**config.mk**
```make
export PLATFORM = sky130hd
export DESIGN_NAME = nbit_down_counter_flat
export DESIGN_NICKNAME = d
export VERILOG_FILES = /design/src/rtl/nbit_down_counter_if.sv /design/src/rtl/nbit_down_counter.sv /design/src/flat_wrapper.sv
export SDC_FILE = /design/constraint.sdc
export NUM_CORES = 1
export LEC_CHECK = 0
export BUFFER_PORTS_ARGS = -buffer_cell sky130_fd_sc_hd__buf_2
export CAP_MARGIN = 20
export CORE_MARGIN = 3
export CORE_UTILIZATION = 51
export CTS_BUF_LIST = sky130_fd_sc_hd__clkbuf_4 sky130_fd_sc_hd__clkbuf_8 sky130_fd_sc_hd__clkbuf_16
export DETAILED_ROUTE_END_ITERATION = 8
export PLACE_DENSITY = 0.77
export SLEW_MARGIN = 20
export SYNTH_ARGS = -nofsm -noshare
export SYNTH_HDL_FRONTEND = slang
export SYNTH_SLANG_ARGS = --single-unit
```
**constraint.sdc**
```tcl
create_clock -name clock -period 1.79 [get_ports clock]
set_input_delay 0.179 -clock clock [delete_from_list [all_inputs] [get_ports clock]]
set_output_delay 0.179 -clock clock [all_outputs]
set_load 0.01 [all_outputs]
```
**src/rtl/nbit_down_counter_if.sv**
```systemverilog
// Control/status bundle for the N-bit loadable down counter.
// master drives load/clear/enable; slave returns count/busy/done.
interface nbit_down_counter_if #(
  parameter int N = 6
);
  logic         load;
  logic [N-1:0] load_value;
  logic         clear;
  logic         enable;
  logic         auto_reload;
  logic [N-1:0] count;
  logic         busy;
  logic         done;

  modport master (
    output load,
    output load_value,
    output clear,
    output enable,
    output auto_reload,
    input  count,
    input  busy,
    input  done
  );

  modport slave (
    input  load,
    input  load_value,
    input  clear,
    input  enable,
    input  auto_reload,
    output count,
    output busy,
    output done
  );
endinterface

```
**src/rtl/nbit_down_counter.sv**
```systemverilog
// N-bit loadable down counter/timer with one-shot or periodic reload.
// Optional decrement prescaler enabled by DOWN_COUNTER_PRESCALE_EN.
module nbit_down_counter #(
  parameter int N        = 6,
  parameter int PRESCALE = 4
) (
  input  logic                   clock,
  input  logic                   reset,
  nbit_down_counter_if.slave     bus
);

  localparam logic [0:0] S_IDLE = 1'b0;
  localparam logic [0:0] S_RUN  = 1'b1;

  if (N < 2) begin : g_bad_n
    $error("nbit_down_counter: N must be >= 2");
  end
  if (PRESCALE < 2) begin : g_bad_pre
    $error("nbit_down_counter: PRESCALE must be >= 2");
  end

  logic [0:0]   r_state;
  logic [N-1:0] r_count;
  logic [N-1:0] r_reload;
  logic         r_done;

  logic [0:0]   w_state_nx;
  logic [N-1:0] w_count_nx;
  logic [N-1:0] w_reload_nx;
  logic         w_done_nx;

  logic w_run;
  logic w_tick;
  logic w_step;
  logic w_at_one;
  logic w_lv_zero;

  // Mutually exclusive action selects encode clear > load > step > hold.
  logic w_do_clr;
  logic w_do_ld;
  logic w_do_ld0;
  logic w_do_term;
  logic w_do_dec;

  assign w_run     = (r_state == S_RUN);
  assign w_at_one  = (r_count == N'(1));
  assign w_lv_zero = (bus.load_value == '0);

`ifdef DOWN_COUNTER_PRESCALE_EN
  localparam int PW = (PRESCALE > 1) ? $clog2(PRESCALE) : 1;
  localparam logic [PW-1:0] PRE_MAX = PW'(PRESCALE - 1);

  logic [PW-1:0] r_pre;

  assign w_tick = (r_pre == PRE_MAX);

  always_ff @(posedge clock or negedge reset) begin
    if (!reset) begin
      r_pre <= '0;
    end else if (bus.clear || bus.load) begin
      r_pre <= '0;
    end else if (w_run && bus.enable) begin
      if (w_tick) r_pre <= '0;
      else        r_pre <= r_pre + PW'(1);
    end
  end
`else
  assign w_tick = 1'b1;
`endif

  assign w_step    = w_run && bus.enable && w_tick;
  assign w_do_clr  = bus.clear;
  assign w_do_ld   = !bus.clear && bus.load && !w_lv_zero;
  assign w_do_ld0  = !bus.clear && bus.load && w_lv_zero;
  assign w_do_term = !bus.clear && !bus.load && w_step && w_at_one;
  assign w_do_dec  = !bus.clear && !bus.load && w_step && !w_at_one;

  always_comb begin
    w_state_nx  = r_state;
    w_count_nx  = r_count;
    w_reload_nx = r_reload;
    w_done_nx   = 1'b0;
    unique case (1'b1)
      w_do_clr: begin
        w_count_nx = '0;
        w_state_nx = S_IDLE;
      end
      w_do_ld: begin
        w_count_nx  = bus.load_value;
        w_reload_nx = bus.load_value;
        w_state_nx  = S_RUN;
      end
      w_do_ld0: begin
        w_count_nx = '0;
        w_state_nx = S_IDLE;
      end
      w_do_term: begin
        w_done_nx = 1'b1;
        // Periodic mode skips the 1->0 step so the period is exactly L.
        if (bus.auto_reload) begin
          w_count_nx = r_reload;
        end else begin
          w_count_nx = '0;
          w_state_nx = S_IDLE;
        end
      end
      w_do_dec: begin
        w_count_nx = r_count - N'(1);
      end
      default: begin
      end
    endcase
  end

  always_ff @(posedge clock or negedge reset) begin
    if (!reset) begin
      r_state  <= S_IDLE;
      r_count  <= '0;
      r_reload <= '0;
      r_done   <= 1'b0;
    end else begin
      r_state  <= w_state_nx;
      r_count  <= w_count_nx;
      r_reload <= w_reload_nx;
      r_done   <= w_done_nx;
    end
  end

  assign bus.count = r_count;
  assign bus.busy  = w_run;
  assign bus.done  = r_done;

endmodule

```
**src/flat_wrapper.sv**
```systemverilog
// flat-port wrapper written by rule: the top's interface ports become plain ports
module nbit_down_counter_flat 
#(
  parameter int N        = 6,
  parameter int PRESCALE = 4
)
  (clock, reset, bus_load, bus_load_value, bus_clear, bus_enable, bus_auto_reload, bus_count, bus_busy, bus_done);
  nbit_down_counter_if #(.N(N)) bus_i ();
  input  logic clock;
  input  logic reset;
  input wire logic [$bits(bus_i.load)-1:0] bus_load;
  input wire logic [$bits(bus_i.load_value)-1:0] bus_load_value;
  input wire logic [$bits(bus_i.clear)-1:0] bus_clear;
  input wire logic [$bits(bus_i.enable)-1:0] bus_enable;
  input wire logic [$bits(bus_i.auto_reload)-1:0] bus_auto_reload;
  output wire logic [$bits(bus_i.count)-1:0] bus_count;
  output wire logic [$bits(bus_i.busy)-1:0] bus_busy;
  output wire logic [$bits(bus_i.done)-1:0] bus_done;
  assign bus_i.load = bus_load;
  assign bus_i.load_value = bus_load_value;
  assign bus_i.clear = bus_clear;
  assign bus_i.enable = bus_enable;
  assign bus_i.auto_reload = bus_auto_reload;
  assign bus_count = bus_i.count;
  assign bus_busy = bus_i.busy;
  assign bus_done = bus_i.done;
  nbit_down_counter #(.N(N), .PRESCALE(PRESCALE)) u_core (.clock(clock), .reset(reset), .bus(bus_i));
endmodule
```
# --- Yosys cells after proc, flatten, opt, wreduce, memory -nomap -nowiden ---
# Cells that the tools add are included.
totals:
  input_bits: 12
  out_inout_bits: 8
  n_memories: 0
  romBits: 0
  ff_bits: 14
  wordCells: 29
  latchBits: 0
  ram_bits: 0
op_classes:
  n_lt_le_gt_ge: 0
  eq_ne: 2
  mux: 5
  bitwise: 0
  div_mod_pow: 0
  mul: 0
  addsub: 1
  n_reduce_logical: 17
  shifts: 0
op_table:
  columns: ["cell", "n"]
  rows:
  - ["$pmux 6 s4", 1]
  - ["$logic_and 1x1->1", 8]
  - ["$eq 6x1->1 const B", 1]
  - ["$logic_not 6->1", 1]
  - ["$mux 6", 1]
  - ["$sub 6x1->6 const B", 1]
  - ["$logic_not 1->1", 4]
  - ["$reduce_bool 4->1", 1]
  - ["$pmux 1 s3", 1]
  - ["$reduce_bool 3->1", 1]
  - ["$mux 1", 2]
  - ["$ne 2x2->1 const B", 1]
  - ["$reduce_and 2->1", 1]
  - ["$reduce_or 2->1", 1]

# --- Longest topological paths before layout ---
# Gate-level depths: netlist of the first run.
depth:
  word_depth: 6
  depth_mapped: 6
  depth_no_buf: 6

# --- Worst setup path before layout of the first run ---
# No wires, ideal clock.
synth_timing:
  path_type: "register to register"
  startpoint: "reg u_core.r_count[1] (netlist: u_core.bus.count[1])"
  endpoint: "reg u_core.r_state (netlist: u_core.bus.busy)"
  path_stages_with_launch: 7
  t_arrival_ps: 1417
  setup_ps: 125
  required_ps: 1665
  period_less_slack_ps: 1541
  setup_slack_ps: 249
  cell_sequence: "dfrtp_1 -> inv_1 -> ha_1 -> nor2b_1 -> nand2_1 -> nor2_2 -> mux2_2"
synth_via:
  elab_chain_cells: 4
  word_cells_on_any_way: 6
  cone_classes: "2 x eq/ne; 1 x mux; 3 x reduce/logical"
synth_lines:
  columns: ["element", "line", "source"]
  rows:
  - ["from (decl)", "nbit_down_counter.sv:23", "logic [N-1:0] r_count;"]
  - ["from (signal assigned)", "nbit_down_counter.sv:123", "r_count <= w_count_nx;"]
  - ["$eq 6x1->1 (*)", "nbit_down_counter.sv:46", "assign w_at_one = (r_count == N'(1));"]
  - ["$logic_and 1x1->1 (*)", "nbit_down_counter.sv:75", "assign w_do_term = !bus.clear && !bus.load && w_step && w_at_one;"]
  - ["via u_core.w_do_term", "nbit_down_counter.sv:42", "logic w_do_term;"]
  - ["$ne 2x2->1 (no source line) / $reduce_bool 3->1 (equally long branches)", null, null]
  - ["$reduce_and 2->1 (no source line)", null, null]
  - ["to (signal assigned)", "nbit_down_counter.sv:122", "r_state <= w_state_nx;"]
  - ["to (decl)", "nbit_down_counter.sv:22", "logic [0:0] r_state;"]
# The timed path passes the listed nets; every way through them passes the cells marked *.
# A chain may end at the register's enable or synchronous reset.

# --- Final worst setup path of the first run ---
# Ends and elaborated chain as after synthesis.

==> results of run 1 <==
-- worst min-delay path, cell delays in order --
cell and delay, ps:
buf_2 100, a32oi_1 50, nand3_1 70
-- sequential cells by signal (all words and copies together), names as in the netlist --
register,cells
u_core.bus.done,1
u_core.bus.count,6
u_core.bus.busy,1
u_core.r_reload,6
-- logic make-up after synthesis --
group,Yosys count,share of synthesized area
buffers and inverters,6,0.05462
AO/OA/AOI/OAI,18,0.1760
multiplexers,6,0.07587
flip-flops,14,0.4249
adder cells (fa/ha/maj),2,0.03034
XOR/XNOR,1,0.01062
AND/OR/NAND/NOR,33,0.2276
-- routing by layer --
metal / up-vias / track usage / part of all wire
met4: 0 / 0.1023 / 0.018
met3: 5 / 0.02344 / 0.066
met5: - / 0 / 0
met2: 30 / 0.3242 / 0.47
li1: 349 / - / -
met1: 339 / 0.2791 / 0.44
-- stage by stage --
stage,setup WS (ps),power [W]
floorplan,248.6,0.0004767
global placement,222.8,0.0005349
detailed placement,156.8,0.0005399
CTS,137.9,0.0007729
global route,61.84,0.0008044
finish,192.1,0.0007658
-- area by class of cell --
cell class / instances / area share
flip-flops and latches: 14 / 0.3618
repair buffers: 22 / 0.1240
clock buffers: 4 / 0.03747
inverters: 3 / 0.01163
multi-input cells: 60 / 0.4457
well taps: 15 / 0.01938
-- timing repair --
action	in CTS	in global routing
gates resized for setup	0	1
endpoints found under the setup margin	0	1
hold endpoints to repair	14	0
hold buffers	1	0
-- power groups by stage --
stage / Clock (W) / Sequential [W] / Combinational (W)
2_1_floorplan: 0 / 0.000379 / 0.0000978
3_3_place_gp: 0 / 0.000377 / 0.000158
3_5_place_dp: 0 / 0.000379 / 0.000161
4_1_cts: 0.000235 / 0.000373 / 0.000165
5_1_grt: 0.000248 / 0.000376 / 0.000180
6_report: 0.000228 / 0.000373 / 0.000164
-- placed cells by master, fill, tap and decap left out, types with 3 or more instances in the layout --
master / n
inv_1: 3
a22o_1: 5
nand2_1: 6
dfrtp_1: 14
nand4_1: 5
nor2_1: 5
mux2i_1: 4
nand3_1: 3
buf_2: 19
clkbuf_4: 3
-- worst max-delay path by stage --
stage | start | to | slack, ps | cells past startpoint
finish | u_core.bus.count[1]$_DFFE_PN0P_ | u_core.bus.busy$_DFFE_PN0P_ | 190 | 6
global route | u_core.bus.count[1]$_DFFE_PN0P_ | u_core.bus.busy$_DFFE_PN0P_ | 60 | 6
CTS | u_core.bus.count[1]$_DFFE_PN0P_ | u_core.bus.busy$_DFFE_PN0P_ | 140 | 6
detailed placement | u_core.bus.count[1]$_DFFE_PN0P_ | u_core.bus.busy$_DFFE_PN0P_ | 160 | 6
global placement | u_core.bus.count[1]$_DFFE_PN0P_ | u_core.bus.busy$_DFFE_PN0P_ | 220 | 6
floorplan | u_core.bus.count[1]$_DFFE_PN0P_ | u_core.bus.busy$_DFFE_PN0P_ | 250 | 6
==> impl_metrics.ini, run 1 <==
[cts]
htree_levels = 1
clock_latency_of_the_later_clocked_register_in_the_worst_skew_pair_ps = 280
post-cts-setup-buffers = 0
clock_tree.root_cell = clkbuf_4
clk_path_buf_depth = 2
cts_buffers = 3
cts_tree = built
clk_pin_slew_ps = 80
clkSinkCount = 14

[sta]
share_of_the_clock_period_used_by_the_worst_path_after_layout = 0.8927
finalClockSkew_ps = 0.9202
setup_violations = 0
fmax_mhz = 625.8
tightestPinTransition_ps = 343.9
timing_hold_violations_final = 0
final-max-slew-violation-count = 0
slew_headroom = 0.7686
unrepaired_setup_endpoints_after_global_routing = false
fin_tns_setup_ps = 0
fin_worst_hold_slack_ps = 153.8
final_period_minus_worst_setup_slack_ps = 1598

[hold_path]
min_path_cells = 3
worst_min_delay_path_endpoint = u_core.bus.count[2]$_DFFE_PN0P_
hold_class = input pin to flop
holdCritStartpoint = bus_load_value[2]

[drt]
drt-wirelength-per-cell_um = 16.55
drt_iter0_drc = 32
vias_per_cell = 6.127
vias = 723
drt-pass1-iter-count = 4
wl_um = 1953
drt.antenna.violating_nets = 0
drcViolationCount = 0

[floorplanning]
floorplan.io_pins = 20
row_count = 13
core_region_area_mm2 = 0.001399
die-height_um = 46.21
starting_utilization_of_the_core_area = 0.5894
floorplan.die.width_um = 46.21
design.die.area_mm2 = 0.002135

[power_and_ir_drop]
power.static_leakage_nw = 0.4671
power.density_mw_per_mm2 = 790.7
vdd_ir_drop_max_mv = 0.5808
combinationalPowerShare = 0.215
p_seq_frac = 0.487
internal-power_w = 0.0005462
power.switching_fraction = 0.2867
pwr-share-clk = 0.298
p_switching_w = 0.0002196

[grt]
grtUsageTotal = 0.2068
first_global_vias = 682
grt.overflow.total = 0
grt_first_pass_wirelength_um = 3091
grt_start_max_net_pins = 15
antenna_violations_before_repair = 0

[yosys]
synth.most_common_cell = dfrtp_1
synth_enable_flop_cells = 0
synth-async-reset-ratio = 1.000
synth_top_cell_by_area = dfrtp_1
ys_seq_elements = 14
synth.cells.most_frequent = dfrtp_1 (14), nand2_1 (6), a22o_1 (5), nand4_1 (5), nor2_1 (5)
ys_dominant_reg_cell = dfrtp_1
yosys_warnings = 0
yosysSeqAreaShare = 0.4249
synth.top_cells.by_area = dfrtp_1 (42%), a22o_1 (5.3%), mux2i_1 (4.9%)
synth_largest_type_area_fraction = 0.4249
syn_area_per_cell_um2 = 10.31
syn_inst = 80
cell_area_after_synthesis_um2 = 824.5
postSynthNetCount = 94
ys_types = 34

[worst_setup_path]
timing.setup.critical_path_class = flop to flop
worst_setup_sp_type = flop
slowest_cell_on_the_critical_path = dfrtp_1
crit-reg2reg-capture = u_core.bus.busy$_DFFE_PN0P_
worst_ep_required_time_ps = 1960
r2r_cells = 6
worstPathMaxFanout = 5
timing.rr.start = u_core.bus.count[1]$_DFFE_PN0P_
cp.buffers_inverters = 1
critical-path-top-delay-family = simple AND/OR/NAND/NOR gates
crit_path_max_incr_delay_ps = 430
crit_chain = inv_1 -> ha_1 -> nor2b_2 -> nand2_1 -> nor2_2 -> mux2_2
wp_data_arrival_ps = 1770
setup.worst_path.end_class = flop
rrSetupSlack_ps = 190

[placed_design]
placed_cells_incl_taps = 113
io_buffers = 19
routabilityCongestion = 0.8395
detailed_placer_s_ending_hpwl_um = 1452
detailed_place.area_um2 = 919.6

[finish]
layout-drive-gt1-share = 0.3301
finish.instance_area_um2 = 968.4
post-route-util = 0.6923
insertedDiodeCount = 0
finish.cell_count_without_fillers = 118
multiInputGateArea_um2 = 431.7
final_net_count = 118
filler_cell_count = 116
area_added_between_synthesis_and_finish_pct = 17.45
area.sequential_um2 = 350.3

[flow_run]
max-cap-violations = 0

[outcome]
run_status = finished clean
No activity file was read; power rests on OpenSTA's default activity.
==> run 2, diff against run 1 <==
--- a/config.mk
+++ b/config.mk
@@ -5,13 +5,13 @@
 export SDC_FILE = /design/constraint.sdc
 export NUM_CORES = 1
 export LEC_CHECK = 0
-export BUFFER_PORTS_ARGS = -buffer_cell sky130_fd_sc_hd__buf_2
+export BUFFER_PORTS_ARGS = -buffer_cell sky130_fd_sc_hd__buf_4
 export CAP_MARGIN = 20
 export CORE_MARGIN = 3
-export CORE_UTILIZATION = 51
+export CORE_UTILIZATION = 55
 export CTS_BUF_LIST = sky130_fd_sc_hd__clkbuf_4 sky130_fd_sc_hd__clkbuf_8 sky130_fd_sc_hd__clkbuf_16
 export DETAILED_ROUTE_END_ITERATION = 8
-export PLACE_DENSITY = 0.77
+export PLACE_DENSITY = 0.9
 export SLEW_MARGIN = 20
 export SYNTH_ARGS = -nofsm -noshare
 export SYNTH_HDL_FRONTEND = slang
==> constraint.sdc (replaced) <==
create_clock -name clock -period 2.06 [get_ports clock]
set_input_delay 0.206 -clock clock [delete_from_list [all_inputs] [get_ports clock]]
set_output_delay 0.206 -clock clock [all_outputs]
set_load 0.01 [all_outputs]
==> run 2 against run 1 <==
Against the previous run:
- utilization increased by 4.7 points
- final area increased by 3.1%
- highest routed layer unchanged
- largest cell class unchanged
- non-clock buffer count decreased by 2
- critical endpoint unchanged
- combinational power decreased by 9%
==> impl_metrics.ini, run 2 (synthesis results as in run 1) <==
[outcome]
run_status = finished clean

[finish]
layout-drive-gt1-share = 0.3069
layout_commonest_cell = buf_4
area_added_between_synthesis_and_finish_pct = 21.09
finish.instance_area_um2 = 998.5
layout_common_cells = buf_4 (19), dfrtp_1 (14), nand2_1 (6)
area.sequential_um2 = 350.3
final_net_count = 116
filler_cell_count = 95
insertedDiodeCount = 0
multiInputGateArea_um2 = 429.2

[cts]
clkSinkCount = 14
cts_buffers = 3
clock_tree.root_cell = clkbuf_4
clk_pin_slew_ps = 90
cts_tree = built
htree_levels = 1
post-cts-setup-buffers = 0
clk_path_buf_depth = 2
clock_latency_of_the_later_clocked_register_in_the_worst_skew_pair_ps = 280

[worst_setup_path]
timing.setup.critical_path_class = flop to flop
worstPathMaxFanout = 5
rrSetupSlack_ps = 410
critical-path-top-delay-family = simple AND/OR/NAND/NOR gates
worst_ep_required_time_ps = 2240
wp_data_arrival_ps = 1830
crit_chain = inv_1 -> ha_1 -> nor2b_1 -> nand2_1 -> nor2_2 -> mux2_2
setup.worst_path.end_class = flop
slowest_cell_on_the_critical_path = dfrtp_1
crit_path_max_incr_delay_ps = 430
cp.buffers_inverters = 1
worst_setup_sp_type = flop

[sta]
final-max-slew-violation-count = 0
final_period_minus_worst_setup_slack_ps = 1648
fmax_mhz = 606.6
share_of_the_clock_period_used_by_the_worst_path_after_layout = 0.8002
finalClockSkew_ps = 0.7651
layout_setup_ws_ps = 411.6
timing_hold_violations_final = 0
slew_headroom = 0.7235
setup_violations = 0
unrepaired_setup_endpoints_after_global_routing = false
tightestPinTransition_ps = 411.0
fin_tns_setup_ps = 0

[placed_design]
io_buffers = 19
detailed_place.area_um2 = 952.2
dp_worst_setup_slack_ps = 423.2
detailed_placer_s_ending_hpwl_um = 1408
routabilityCongestion = 0.8930

[grt]
grtUsageTotal = 0.2366
grt_start_max_net_pins = 15
first_global_vias = 692
grt.overflow.total = 0
antenna_violations_before_repair = 0
grt_first_pass_wirelength_um = 3367

[floorplanning]
floorplan.io_pins = 20
design.die.area_mm2 = 0.002000
die-height_um = 44.72
starting_utilization_of_the_core_area = 0.6108
row_count = 13
floorplan.die.width_um = 44.72
core_region_area_mm2 = 0.001350

[power_and_ir_drop]
power.density_mw_per_mm2 = 677.7
power.static_leakage_nw = 0.4684
vdd_ir_drop_max_mv = 0.4418

[drt]
drcViolationCount = 0
vias = 757
wl_um = 2003
drt.antenna.violating_nets = 0
vias_per_cell = 6.526
drt-wirelength-per-cell_um = 17.27
drt-pass1-iter-count = 5
drt_iter0_drc = 32

[flow_run]
max-cap-violations = 0

[hold_path]
hold_class = input pin to flop
==> run 2: cell count changes in the layout (fill, tap and decap cells not counted) <==
cell,delta
buf_4,+17
nor2b_2,-1
nor2b_1,+1
buf_2,-19
==> run 2: final timing paths <==
path | from | end | depth (start not counted)
min in group asynchronous | reset | u_core.bus.busy$_DFFE_PN0P_ | 2
hold reg to reg | u_core.r_reload[3]$_DFFE_PN0P_ | u_core.r_reload[3]$_DFFE_PN0P_ | 1
setup / recovery | u_core.bus.count[1]$_DFFE_PN0P_ | u_core.bus.busy$_DFFE_PN0P_ | 6
setup reg to reg | u_core.bus.count[1]$_DFFE_PN0P_ | u_core.bus.busy$_DFFE_PN0P_ | 6
hold / removal | bus_clear | u_core.bus.count[4]$_DFFE_PN0P_ | 2
max in group asynchronous | reset | u_core.r_reload[4]$_DFFE_PN0P_ | 2
==> run 2: worst reg2reg max path, cell delays in order, from the launching register on <==
cell and delay [ps]:
dfrtp_1 430, inv_1 100, ha_1 170, nor2b_1 200, nand2_1 140, nor2_2 160
mux2_2 340
==> run 2: layout make-up <==
type,count,share of cell area
flip-flops and latches,14,0.3509
well taps,15,0.01880
clock buffers,4,0.03634
repair buffers,20,0.1529
inverters,3,0.01128
multi-input cells,60,0.4298
==> run 2: through the flow <==
| step | hold WS [ps] | util | total power, W | std cells |
|---|---|---|---|---|
| 6_report | 154.1 | 0.7396 | 0.0006767 | 116 |
| 5_1_grt | 162.9 | 0.7396 | 0.0007080 | 116 |
| 4_1_cts | 154.5 | 0.7396 | 0.0006734 | 116 |
| 3_5_place_dp | 65.18 | 0.7053 | 0.0004755 | 111 |
| 3_3_place_gp | 62.68 | 0.7053 | 0.0004714 | 111 |
| 2_1_floorplan | -89.59 | - | 0.0004142 | 80 |
==> run 2: layer usage <==
layer / GRT usage / vias up / wire length, um / share of wire
li1: - / 346 / - / -
met1: 0.3427 / 364 / 847 / 0.42
met2: 0.3438 / 40 / 945 / 0.47
met3: 0.05179 / 7 / 167 / 0.083
met4: 0.09036 / 0 / 43 / 0.021
met5: 0 / - / 0 / 0
==> run 2: power by group <==
part	switching (W)	internal (W)	total [W]
Clock	0.0000932	0.000108	0.000201
Combinational	0.0000745	0.0000750	0.000150
Sequential	0.0000260	0.000300	0.000326
==> run 2: repair_timing <==
item / in CTS / in global routing
hold buffers: 1 / 0
resized for setup: 0 / 0
hold endpoints to repair: 14 / 0
==> run 3, diff against run 2 <==
--- a/config.mk
+++ b/config.mk
@@ -8,10 +8,10 @@
 export BUFFER_PORTS_ARGS = -buffer_cell sky130_fd_sc_hd__buf_4
 export CAP_MARGIN = 20
 export CORE_MARGIN = 3
-export CORE_UTILIZATION = 55
+export CORE_UTILIZATION = 51
 export CTS_BUF_LIST = sky130_fd_sc_hd__clkbuf_4 sky130_fd_sc_hd__clkbuf_8 sky130_fd_sc_hd__clkbuf_16
 export DETAILED_ROUTE_END_ITERATION = 8
-export PLACE_DENSITY = 0.9
+export PLACE_DENSITY = 0.85
 export SLEW_MARGIN = 20
 export SYNTH_ARGS = -nofsm -noshare
 export SYNTH_HDL_FRONTEND = slang
==> constraint.sdc (replaced) <==
create_clock -name clock -period 1.58 [get_ports clock]
set_input_delay 0.158 -clock clock [delete_from_list [all_inputs] [get_ports clock]]
set_output_delay 0.158 -clock clock [all_outputs]
set_load 0.01 [all_outputs]
==> run 3 against run 2 <==
Against the previous run:
- clock skew is 7.8 ps higher
- first-iteration DRC count decreased by 6.3%
- critical endpoint unchanged
- global-route usage shrank 1.1 points
- maximum frequency rose by 11%
- utilization grew 1.7 points
- combinational power increased by 49%
==> impl_metrics.ini, run 3 (synthesis results as in run 1) <==
[worst_setup_path]
worst_ep_required_time_ps = 1760
wp_data_arrival_ps = 1660
worst_setup_sp_type = flop
setup.worst_path.end_class = flop
timing.rr.start = u_core.bus.count[4]$_DFFE_PN0P_
timing.setup.critical_path_class = flop to flop
critPathLaunch = u_core.bus.count[4]$_DFFE_PN0P_
worstPathMaxFanout = 5

[sta]
final_period_minus_worst_setup_slack_ps = 1488
fin_tns_setup_ps = 0
finalClockSkew_ps = 8.518
unrepaired_setup_endpoints_after_global_routing = false
fmax_mhz = 672.2
final-max-slew-violation-count = 0
slew_headroom = 0.7336
tightestPinTransition_ps = 396.0
share_of_the_clock_period_used_by_the_worst_path_after_layout = 0.9416
setup_violations = 0
timing_hold_violations_final = 0

[hold_path]
hold_class = input pin to flop
holdCritStartpoint = bus_clear

[placed_design]
detailed_place.area_um2 = 997.2
routabilityCongestion = 0.8818
detailed_placer_s_ending_hpwl_um = 1549
io_buffers = 19

[drt]
drt.antenna.violating_nets = 0
drt-pass1-iter-count = 4
drt_iter0_drc = 30
drcViolationCount = 0
vias_per_cell = 6.082
wl_um = 2017
drt-wirelength-per-cell_um = 16.53
vias = 742

[cts]
cts_buffers = 3
post-cts-setup-buffers = 0
clkSinkCount = 14
clk_path_buf_depth = 2
clk_pin_slew_ps = 90
clock_latency_of_the_later_clocked_register_in_the_worst_skew_pair_ps = 280
cts_tree = built
htree_levels = 1
clock_tree.root_cell = clkbuf_4

[grt]
grt_start_max_net_pins = 15
grt.overflow.total = 0
antenna_violations_before_repair = 0
grt_first_pass_wirelength_um = 3332
grtUsageTotal = 0.2251
first_global_vias = 711

[floorplanning]
floorplan.io_pins = 20
die-height_um = 46.21
design.die.area_mm2 = 0.002135
floorplan.die.width_um = 46.21
core_region_area_mm2 = 0.001399
starting_utilization_of_the_core_area = 0.5894
row_count = 13

[power_and_ir_drop]
power.static_leakage_nw = 0.5015
power.density_mw_per_mm2 = 847.4
vdd_ir_drop_max_mv = 0.9768

[finish]
finish.instance_area_mm2 = 0.001059
area_added_between_synthesis_and_finish_pct = 28.38
insertedDiodeCount = 0
layout_common_cells = buf_4 (25), dfrtp_1 (14), nand2_1 (6)
final_net_count = 122
layout-drive-gt1-share = 0.3738
layout_commonest_cell = buf_4

[outcome]
run_status = finished clean

[flow_run]
max-cap-violations = 0
run 3: cell types whose count changed in the layout (fill, tap and decap cells not counted):
cell and change:
buf_4 +6, nor2b_1 -1, ha_2 +1, ha_1 -1, nor3b_2 +1, nor3b_1 -1, nor2b_4 +1
run 3: stage by stage:
stage	power, W	hold slack, ps	setup WS [ps]	util	std cells
finish	0.0008970	111.1	92.27	0.7567	122
global route	0.0009495	100.3	8.061	0.7567	122
CTS	0.0008986	102.3	26.52	0.7460	122
floorplan	0.0005400	-137.6	38.61	-	80
global placement	0.0006324	13.67	128.6	0.7129	117
detailed placement	0.0006396	18.34	35.74	0.7129	117
run 3: per-layer routing:
metal	GRT usage	share of wire	vias to the layer above
met4	0.1420	0.025	0
met3	0.03516	0.069	4
met2	0.3379	0.47	38
met1	0.2978	0.43	344
met5	0	0	-
li1	-	-	356
run 3: final timing paths:
kind	to	depth (start not counted)	slack (ps)
min in group asynchronous	u_core.r_reload[1]$_DFFE_PN0P_	2	240
worst max-delay path	u_core.bus.busy$_DFFE_PN0P_	4	90
worst min register to register	u_core.r_reload[2]$_DFFE_PN0P_	1	520
worst min-delay path	u_core.bus.count[4]$_DFFE_PN0P_	2	110
max in group asynchronous	u_core.bus.count[2]$_DFFE_PN0P_	2	1160
worst max register to register	u_core.bus.busy$_DFFE_PN0P_	4	90
run 3: critical path, stage by stage (launching register included):
cell and delay [ps]:
dfrtp_1 460, nor3_2 300, nand2_1 140, nor2_2 140, mux2_2 340
run 3: report_power, final:
| group | internal, W | switching (W) |
|---|---|---|
| clock | 0.000140 | 0.000114 |
| sequential | 0.000392 | 0.0000288 |
| combinational | 0.000114 | 0.000109 |
| total | 0.000645 | 0.000252 |
run 3: layout make-up:
type	count	area [um2]
Sequential cell	14	350.3
Timing Repair Buffer	26	197.7
Inverter	3	11.26
Multi-Input combinational cell	60	444.2
Clock buffer	4	36.28
Tap cell	15	18.77
Fill cell	110	340.3
run 3: repair_timing:
action / 4_1_cts / 5_1_grt
resized for setup: 0 / 4
endpoints found under the setup margin: 0 / 3
hold buffers: 1 / 0
hold endpoints to repair: 14 / 0
